[config.mk]
export PLATFORM = sky130hd
export DESIGN_NAME = adc_sar_osr_sequencer_flat
export DESIGN_NICKNAME = d
export VERILOG_FILES = /design/src/rtl/adc_sar_osr_sequencer_if.sv /design/src/rtl/adc_sar_osr_sequencer.sv /design/src/flat_wrapper.sv
export SDC_FILE = /design/constraint.sdc
export NUM_CORES = 1
export LEC_CHECK = 0
export ABC_AREA = 1
export CAP_MARGIN = 10
export CORE_ASPECT_RATIO = 0.7
export CORE_MARGIN = 4
export CORE_UTILIZATION = 55
export DETAILED_ROUTE_END_ITERATION = 8
export PLACE_DENSITY = 0.8
export SYNTH_ARGS = -nofsm -noshare
export SYNTH_HDL_FRONTEND = slang
export SYNTH_SLANG_ARGS = --single-unit
[constraint.sdc]
create_clock -name clk -period 2.65 [get_ports clk]
set_clock_uncertainty 0.15 [all_clocks]
set_input_delay 0.3975 -clock clk [delete_from_list [all_inputs] [get_ports clk]]
set_output_delay 0.3975 -clock clk [all_outputs]
set_load 0.02 [all_outputs]
[src/rtl/adc_sar_osr_sequencer_if.sv]
`default_nettype none
// ============================================================================
// Module   : adc_sar_osr_sequencer_if
// Brief    : Control, switch-matrix and result-handshake bundle of the SAR
//            oversampling sequencer.
// Revision : 1.0 - initial release
// ============================================================================
interface adc_sar_osr_sequencer_if #(
    parameter int RES_BITS  = 12,
    parameter int OUT_WIDTH = 16
);
    logic                 start_in;
    logic                 continuous_in;
    logic [2:0]           osr_mode_in;
    logic [3:0]           sample_cycles_in;
    logic                 comparator_in;
    logic                 enable_loop_out;
    logic                 sample_out;
    logic                 sample_out_n;
    logic [RES_BITS-1:0]  pswitch_out;
    logic [RES_BITS-1:0]  nswitch_out;
    logic [OUT_WIDTH-1:0] result_out;
    logic                 result_valid_out;
    logic                 result_ready_in;
    logic                 overrun_out;
    logic                 busy_out;

    // Sequencer side
    modport master (
        input  start_in, continuous_in, osr_mode_in, sample_cycles_in,
               comparator_in, result_ready_in,
        output enable_loop_out, sample_out, sample_out_n, pswitch_out,
               nswitch_out, result_out, result_valid_out, overrun_out, busy_out
    );

    // Comparator / consumer side
    modport slave (
        output start_in, continuous_in, osr_mode_in, sample_cycles_in,
               comparator_in, result_ready_in,
        input  enable_loop_out, sample_out, sample_out_n, pswitch_out,
               nswitch_out, result_out, result_valid_out, overrun_out, busy_out
    );
endinterface
`default_nettype wire

[src/rtl/adc_sar_osr_sequencer.sv]
`default_nettype none
// ============================================================================
// Module   : adc_sar_osr_sequencer
// Brief    : SAR sample/convert sequencer with 2^m oversampling accumulator,
//            single-shot/continuous runs and valid/ready result handshake.
// Revision : 1.0 - initial release
// ============================================================================
module adc_sar_osr_sequencer #(
    parameter int RES_BITS     = 12,
    parameter int OSR_MAX_LOG2 = 4,
    parameter int OUT_WIDTH    = 16
) (
    input  wire logic               clk,
    input  wire logic               rst,
    adc_sar_osr_sequencer_if.master bus
);
    localparam int c_ACC_W = RES_BITS + OSR_MAX_LOG2;
    localparam int c_CNT_W = (OSR_MAX_LOG2 > 0) ? OSR_MAX_LOG2 : 1;
    localparam int c_BIT_W = (RES_BITS > 1) ? $clog2(RES_BITS) : 1;
    localparam logic [RES_BITS-1:0] c_MSB_TRIAL = RES_BITS'(1) << (RES_BITS - 1);

    generate
        if (OUT_WIDTH < c_ACC_W) begin : g_width_check
            $error("adc_sar_osr_sequencer: OUT_WIDTH must be >= RES_BITS + OSR_MAX_LOG2");
        end
    endgenerate

    typedef enum logic [1:0] {
        ST_IDLE    = 2'd0,
        ST_SAMPLE  = 2'd1,
        ST_CONVERT = 2'd2,
        ST_ACCUM   = 2'd3
    } state_t;

    state_t                r_state;
    state_t                w_state_next;
    logic [2:0]            r_m;
    logic [3:0]            r_s;
    logic [3:0]            r_sample_cnt;
    logic [c_BIT_W-1:0]    r_bit;
    logic [c_CNT_W-1:0]    r_count;
    logic [c_ACC_W-1:0]    r_acc;
    logic [RES_BITS-1:0]   r_psw;
    logic [OUT_WIDTH-1:0]  r_result;
    logic                  r_valid;
    logic                  r_overrun;

    logic [2:0]            w_m_clamped;
    logic [c_CNT_W-1:0]    w_count_max;
    logic                  w_last_conv;
    logic                  w_sample_done;
    logic                  w_bit_zero;
    logic [c_ACC_W-1:0]    w_sum;
    logic                  w_sample;
    logic                  w_loop_en;
    logic                  w_busy;

    always_comb begin
        w_m_clamped = bus.osr_mode_in;
        if (32'(bus.osr_mode_in) > 32'(OSR_MAX_LOG2)) begin
            w_m_clamped = 3'(OSR_MAX_LOG2);
        end
    end

    assign w_count_max   = c_CNT_W'((32'd1 << r_m) - 32'd1);
    assign w_last_conv   = (r_count == w_count_max);
    assign w_sample_done = (r_sample_cnt == r_s);
    assign w_bit_zero    = (r_bit == '0);
    assign w_sum         = r_acc + c_ACC_W'(r_psw);

    always_ff @(posedge clk or posedge rst) begin
        if (rst) begin
            r_state <= ST_IDLE;
        end else begin
            r_state <= w_state_next;
        end
    end

    always_comb begin
        w_state_next = r_state;
        w_sample     = 1'b0;
        w_loop_en    = 1'b0;
        w_busy       = 1'b1;
        case (r_state)
            ST_IDLE: begin
                w_busy = 1'b0;
                if (bus.start_in) begin
                    w_state_next = ST_SAMPLE;
                end
            end
            ST_SAMPLE: begin
                w_sample = 1'b1;
                if (w_sample_done) begin
                    w_state_next = ST_CONVERT;
                end
            end
            ST_CONVERT: begin
                w_loop_en = 1'b1;
                if (w_bit_zero) begin
                    w_state_next = ST_ACCUM;
                end
            end
            ST_ACCUM: begin
                // continuous_in only matters on the publishing accumulate
                if (!w_last_conv || bus.continuous_in) begin
                    w_state_next = ST_SAMPLE;
                end else begin
                    w_state_next = ST_IDLE;
                end
            end
            default: begin
                w_state_next = ST_IDLE;
            end
        endcase
    end

    always_ff @(posedge clk or posedge rst) begin
        if (rst) begin
            r_m          <= '0;
            r_s          <= '0;
            r_sample_cnt <= '0;
            r_bit        <= '0;
            r_count      <= '0;
            r_acc        <= '0;
            r_psw        <= '0;
            r_result     <= '0;
            r_valid      <= 1'b0;
            r_overrun    <= 1'b0;
        end else begin
            // A publish later in this block overrides the consume
            if (r_valid && bus.result_ready_in) begin
                r_valid <= 1'b0;
            end
            case (r_state)
                ST_IDLE: begin
                    if (bus.start_in) begin
                        r_m          <= w_m_clamped;
                        r_s          <= bus.sample_cycles_in;
                        r_acc        <= '0;
                        r_count      <= '0;
                        r_overrun    <= 1'b0;
                        r_sample_cnt <= '0;
                        r_psw        <= '0;
                    end
                end
                ST_SAMPLE: begin
                    r_sample_cnt <= r_sample_cnt + 4'd1;
                    if (w_sample_done) begin
                        r_psw <= c_MSB_TRIAL;
                        r_bit <= c_BIT_W'(RES_BITS - 1);
                    end
                end
                ST_CONVERT: begin
                    r_psw[r_bit] <= bus.comparator_in;
                    if (!w_bit_zero) begin
                        r_psw[r_bit - 1'b1] <= 1'b1;
                        r_bit               <= r_bit - 1'b1;
                    end
                end
                ST_ACCUM: begin
                    r_psw        <= '0;
                    r_sample_cnt <= '0;
                    if (w_last_conv) begin
                        r_result <= OUT_WIDTH'(w_sum);
                        r_valid  <= 1'b1;
                        r_acc    <= '0;
                        r_count  <= '0;
                        if (r_valid && !bus.result_ready_in) begin
                            r_overrun <= 1'b1;
                        end
                    end else begin
                        r_acc   <= w_sum;
                        r_count <= r_count + 1'b1;
                    end
                end
                default: begin
                    r_psw <= '0;
                end
            endcase
        end
    end

    assign bus.enable_loop_out  = w_loop_en;
    assign bus.sample_out       = w_sample;
    assign bus.sample_out_n     = ~w_sample;
    assign bus.busy_out         = w_busy;
    assign bus.pswitch_out      = r_psw;
    assign bus.nswitch_out      = w_loop_en ? ~r_psw : '0;
    assign bus.result_out       = r_result;
    assign bus.result_valid_out = r_valid;
    assign bus.overrun_out      = r_overrun;

endmodule
`default_nettype wire

[src/flat_wrapper.sv]
// flat-port wrapper written by rule: the top's interface ports become plain ports
module adc_sar_osr_sequencer_flat 
#(
    parameter int RES_BITS     = 12,
    parameter int OSR_MAX_LOG2 = 4,
    parameter int OUT_WIDTH    = 16
)
  (clk, rst, bus_start_in, bus_continuous_in, bus_osr_mode_in, bus_sample_cycles_in, bus_comparator_in, bus_result_ready_in, bus_enable_loop_out, bus_sample_out, bus_sample_out_n, bus_pswitch_out, bus_nswitch_out, bus_result_out, bus_result_valid_out, bus_overrun_out, bus_busy_out);
  adc_sar_osr_sequencer_if #(.RES_BITS(RES_BITS), .OUT_WIDTH(OUT_WIDTH)) bus_i ();
  input  wire logic clk;
  input  wire logic rst;
  input wire logic [$bits(bus_i.start_in)-1:0] bus_start_in;
  input wire logic [$bits(bus_i.continuous_in)-1:0] bus_continuous_in;
  input wire logic [$bits(bus_i.osr_mode_in)-1:0] bus_osr_mode_in;
  input wire logic [$bits(bus_i.sample_cycles_in)-1:0] bus_sample_cycles_in;
  input wire logic [$bits(bus_i.comparator_in)-1:0] bus_comparator_in;
  input wire logic [$bits(bus_i.result_ready_in)-1:0] bus_result_ready_in;
  output wire logic [$bits(bus_i.enable_loop_out)-1:0] bus_enable_loop_out;
  output wire logic [$bits(bus_i.sample_out)-1:0] bus_sample_out;
  output wire logic [$bits(bus_i.sample_out_n)-1:0] bus_sample_out_n;
  output wire logic [$bits(bus_i.pswitch_out)-1:0] bus_pswitch_out;
  output wire logic [$bits(bus_i.nswitch_out)-1:0] bus_nswitch_out;
  output wire logic [$bits(bus_i.result_out)-1:0] bus_result_out;
  output wire logic [$bits(bus_i.result_valid_out)-1:0] bus_result_valid_out;
  output wire logic [$bits(bus_i.overrun_out)-1:0] bus_overrun_out;
  output wire logic [$bits(bus_i.busy_out)-1:0] bus_busy_out;
  assign bus_i.start_in = bus_start_in;
  assign bus_i.continuous_in = bus_continuous_in;
  assign bus_i.osr_mode_in = bus_osr_mode_in;
  assign bus_i.sample_cycles_in = bus_sample_cycles_in;
  assign bus_i.comparator_in = bus_comparator_in;
  assign bus_i.result_ready_in = bus_result_ready_in;
  assign bus_enable_loop_out = bus_i.enable_loop_out;
  assign bus_sample_out = bus_i.sample_out;
  assign bus_sample_out_n = bus_i.sample_out_n;
  assign bus_pswitch_out = bus_i.pswitch_out;
  assign bus_nswitch_out = bus_i.nswitch_out;
  assign bus_result_out = bus_i.result_out;
  assign bus_result_valid_out = bus_i.result_valid_out;
  assign bus_overrun_out = bus_i.overrun_out;
  assign bus_busy_out = bus_i.busy_out;
  adc_sar_osr_sequencer #(.RES_BITS(RES_BITS), .OSR_MAX_LOG2(OSR_MAX_LOG2), .OUT_WIDTH(OUT_WIDTH)) u_core (.clk(clk), .rst(rst), .bus(bus_i));
endmodule
---- Yosys cells after proc, flatten, opt, wreduce, memory -nomap -nowiden ----
Cells that the tools add are included.
W data, S select, Z words.
word-level totals
  register bits after elaboration ......... 67
  input bits .............................. 13
  output and inout port bits .............. 46
  word-level logic and storage cells ...... 92
cells by class
  add/subtract/negate cells ............... 5
  magnitude comparators ................... 5
  equal/unequal tests ..................... 11
  shift-type cells ........................ 1
  mux-type cells .......................... 36
  bitwise gates (word level) .............. 3
  reductions and logical operators ........ 20
operators with widths
  kind                   number
  $mux W12               4
  $pmux W12 S4           1
  $mux W16               2
  $pmux W16 S2           1
  $add A16 B12 Y16       1
  $mux W4                4
  $pmux W4 S2            2
  $bwmux W12             1
  $mux W1                12
  $not A12 Y12           1
  $or A12 B12 Y12        1
  $pmux W4 S3            1
  $lt A4 B5 Y1 const B   2
  $reduce_and A2 Y1      5
  $add A4 B1 Y4 const B  2
  $demux W1 S4           2
  $eq A4 B4 Y1           2
  $ge A4 B1 Y1 const B   2
  $ne A2 B1 Y1 const B   4
  $pmux W2 S4            1
  $sub A4 B1 Y4 const B  2
  $mux W2                3
  $reduce_and A3 Y1      2
  $eq A2 B2 Y1 const B   2
  other kinds (15)       21

---- Depth between registers and ports, before layout ----
  word-level depth ........................ 8
  depth in mapped cells ................... 14
  mapped depth without buffers ............ 13

---- Least setup slack after synthesis ----
OpenSTA, ideal clock, no wires.
  kind .................................... register to output
  from .................................... register u_core.r_state[0]
  to ...................................... output bus_nswitch_out[10]
  arrival time ............................ 1.643 ns
  required time ........................... 2.102 ns
  setup slack ............................. 0.459 ns
  cell stages (with the launch flop) ...... 7
  path buffers ............................ 2
  cells stage by stage .................... dfrtp_1 -> inv_1 -> ha_1 -> clkbuf_1 -> inv_1 -> clkbuf_1 -> nor2_1
between the ends
  cells in the longest elaborated chain, start to end .. 3
RTL lines
  item                      RTL line                      RTL
  start: declaration        adc_sar_osr_sequencer.sv:35   state_t r_state;
  start signal: assignment  adc_sar_osr_sequencer.sv:75   r_state <= w_state_next;
  $eq A2 B2 Y1              adc_sar_osr_sequencer.sv:84   case (r_state)
  $mux W1                   adc_sar_osr_sequencer.sv:84
  net bus_enable_loop_out   flat_wrapper.sv:18            output wire logic [$bits(bus_i.enable_loop_out)-1:0] bus_enable_loop_out;
  $mux W12                  adc_sar_osr_sequencer.sv:188  assign bus.nswitch_out = w_loop_en ? ~r_psw : '0;
  end: declaration          flat_wrapper.sv:22            output wire logic [$bits(bus_i.nswitch_out)-1:0] bus_nswitch_out;
The timed path passes the listed nets, and every way through them passes these cells.

---- Worst setup path in the final report ----
  from .................................... register u_core.r_state[0]
  to ...................................... output bus_nswitch_out[1]
between the ends
  cells in the longest elaborated chain, start to end .. 3
RTL lines
  item          RTL line
  $eq A2 B2 Y1  adc_sar_osr_sequencer.sv:84
  $mux W1       adc_sar_osr_sequencer.sv:84
  $mux W12      adc_sar_osr_sequencer.sv:188
No other way between the ends.

==> flow_metrics.py <==
metrics = {
    "critical_path": {
        "cp_top_family": "buffers and inverters",
        "path_cells": "inv_1 > ha_1 > inv_1 > nor2_1 > clkdlybuf4s50_1",
        "cpMostUsedCell": "inv_1",
        "worstPathMaxFanout": 12,
        "worstSetupEndpointType": "primary output",
        "crit_type": "reg2out",
        "crit_slowest_cell": "clkdlybuf4s50_1",
        "required_ns": 2.10,
        "cpPeakStageDelay_ns": 0.62,
        "critical_path_buf_inv_count": 3,
        "critPathArrivalTime_ns": 1.98,
        "start_kind": "register",
    },
    "floorplanning": {
        "die_width_um": 114,
        "start_util_pct": 58.0,
        "core_area_um2": 7480,
        "die_y_um": 82.3,
        "io_pins": 59,
        "rows": 26,
        "dieArea_um2": 9400,
    },
    "detailed_routing": {
        "drc_errors": 0,
        "wl_mm": 11.9,
        "firstDrtPassIters": 6,
        "drt_iter0_markers": 387,
        "wl_per_cell_um": 15.0,
        "via_count": 4293,
        "viasPerCell": 5.43,
        "ant_nets": 0,
    },
    "placed_design": {
        "dp_hpwl_mm": 8.67,
        "gp_congestion": 0.959,
        "pre_cts_ws_ns": 0.387,
        "dp_cells": 775,
        "port-buffer-count": 58,
        "place_area_um2": 5020,
    },
    "clock_network": {
        "clk_path_buf_depth": 2,
        "ctsHoldBuffers": 0,
        "clkLatencyLatePin_ns": 0.34,
        "root_buffer": "clkbuf_16",
        "h-tree-depth": 3,
        "cts_sinks": 67,
        "cts.clk_slew.worst_paths_ns": 0.06,
        "tritoncts": "done",
        "cts_made_buffers": 9,
    },
    "yosys": {
        "synthAdderAreaFrac_pct": 7.67,
        "synthMuxAreaShare_pct": 0,
        "netlist_area_um2": 4340,
        "synthTopCellsByArea": "dfrtp_1, nand2_1, ha_1, inv_1, o21ai_0",
        "ys_ff_latch": 67,
        "synth.largest_area_cell": "dfrtp_1",
        "ys_warn_count": 0,
        "synthSimpleGateAreaFrac_pct": 35.0,
        "synthXorXnorAreaFrac_pct": 2.22,
        "synth_compound_area_share_pct": 7.95,
        "syn_avg_cell_area_um2": 6.95,
        "synth.distinct_cells": 33,
        "seq_area_frac_synth_pct": 38.6,
        "syn_inst": 625,
        "synth_top_area_share_pct": 38.6,
        "synth_top_family_by_area": "simple AND/OR/NAND/NOR gates",
        "synth_nets": 664,
    },
    "timing": {
        "rsz0062_at_grt": "yes",
        "relSlewSlack_pct": 69.3,
        "fmax_ghz": 0.395,
        "slew_viol_final": 0,
        "timing.final.hold_violations": 0,
        "worstMarginPinSlew_ns": 0.458,
        "post-route-period-util_pct": 95.4,
        "setup_ws_ns": 0.121,
        "whs_ns": 0.312,
        "finalSetupViolCount": 0,
        "min_period_ns": 2.53,
    },
    "finish": {
        "diodes": 0,
        "nets": 727,
        "register_area_um2": 1680,
        "multi_input_area_um2": 2290,
        "n_fill_cell": 635,
        "final_area_um2": 5310,
        "drive_gt1_share_pct": 4.76,
        "post_layout_nonfiller_instances": 791,
        "syn_to_final_growth_pct": 22.3,
    },
    "pwr": {
        "cellPowerDensity_nw_per_um2": 447,
        "ir_worst_vdd_v": 0.000312,
        "leakagePower_nw": 2.84,
    },
    "grt": {
        "grt_max_degree": 68,
        "grt_util_all_layers_pct": 26.7,
        "grt_pass1_wl_mm": 19.7,
        "grt-ovfl-total": 0,
        "antenna_found_initial": 0,
        "grt_pass1_vias": 4015,
    },
    "run": {
        "cap_viol_max_count": 0,
    },
    "min_path": {
        "hold_path_class": "in2async",
    },
    "status": {
        "status": "finished clean",
    },
}
==> layout make-up <==
class / instances / share of cell area, %
flip-flops and latches: 67 / 31.6
inverters: 84 / 5.98
clock buffers: 10 / 4.50
clock inverters: 6 / 0.895
repair buffers: 60 / 11.5
well taps: 98 / 2.31
multi-input cells: 466 / 43.2
==> metal layers <==
layer  part of all wire [%]  track usage (%)  vias up
li1                       -                -     2093
met4                    1.8             7.71        0
met1                     48             38.3     1987
met5                      0                0        -
met3                    7.7             5.24       22
met2                     43             41.3      191
==> where the power goes <==
part	total [mW]	switching, mW	internal, mW	leakage (nW)
Sequential	1.05	0.0141	1.04	0.848
Combinational	0.159	0.0991	0.0598	1.84
Clock	1.17	0.495	0.671	0.145
==> cells by family (layout without fill, tap and decap cells) <==
logic type                 after synthesis  count (layout)
DFF                                     67              67
and+or+nand+nor                        365             365
adders and majority gates               26              26
AOI/OAI and AO/OA                       64              64
xor gates and xnor gates                11              11
buffers and inverters                   92             160
==> worst paths after layout <==
path	from	to	slack, ns	cells past startpoint
max in group asynchronous	rst	u_core.r_acc[3]	1.73	3
worst min register to register	u_core.bus.overrun_out	u_core.bus.overrun_out	0.33	2
worst min-delay path	rst	u_core.r_s[1]	0.31	3
worst max-delay path	u_core.r_state[0]	bus_nswitch_out[1]	0.12	5
min in group clk	u_core.bus.overrun_out	u_core.bus.overrun_out	0.33	2
worst max register to register	u_core.r_m[2]	u_core.bus.result_out[8]	0.36	11
==> Yosys cell counts <==
master	instances
a21boi_0	2
a21oi_1	15
a22o_1	1
a31oi_1	1
and2_1	2
buf_2	3
buf_4	1
buf_6	2
clkbuf_1	2
dfrtp_1	67
fa_1	1
ha_1	25
inv_1	79
inv_2	4
inv_4	1
nand2_1	254
nand2_2	2
nand3_1	35
nand3_4	2
nand3b_1	4
nand4_1	8
nor2_1	50
nor2_2	1
nor2_4	1
nor2_8	1
nor3_1	4
o211ai_1	1
o21ai_0	42
o21ai_4	1
o22ai_1	1
or2_2	1
xnor2_1	4
xor2_1	7
==> worst min-delay path: stages <==
cell             delay (ns)
clkdlybuf4s50_1        0.42
inv_2                  0.07
buf_12                 0.31
==> cell usage in the layout (no fill, tap or decap), drive strengths merged, types with 7 or more instances in the layout <==
| master | instances |
|---|---|
| o21ai | 43 |
| ha | 25 |
| inv | 87 |
| nand2 | 256 |
| nand3 | 37 |
| dfrtp | 67 |
| nand4 | 8 |
| nor2 | 53 |
| xor2 | 7 |
| a21oi | 15 |
| clkbuf | 10 |
| clkdlybuf4s50 | 56 |
==> stage by stage <==
step                power, mW  TNS (ns)  utilization [%]
finish                   2.38         0             71.0
global route             2.45    -0.168             71.0
CTS                      2.38         0             70.9
detailed placement       1.22         0             67.1
global placement         1.22         0             67.1
floorplan                1.16         0                -
==> registers in the layout, summed over array words and instances (netlist names), 2 cells and up <==
name	cells
u_core.r_m	3
u_core.r_s	4
u_core.bus.result_out	16
u_core.r_sample_cnt	4
u_core.bus.pswitch_out	12
u_core.r_acc	16
u_core.r_state	2
u_core.r_count	4
u_core.r_bit	4
==> repair_timing <==
action                     CTS  global route
gates resized for setup      0             2
setup endpoints to repair    0            10
buffers inserted             0             0
(Power assumes the default switching activity.)
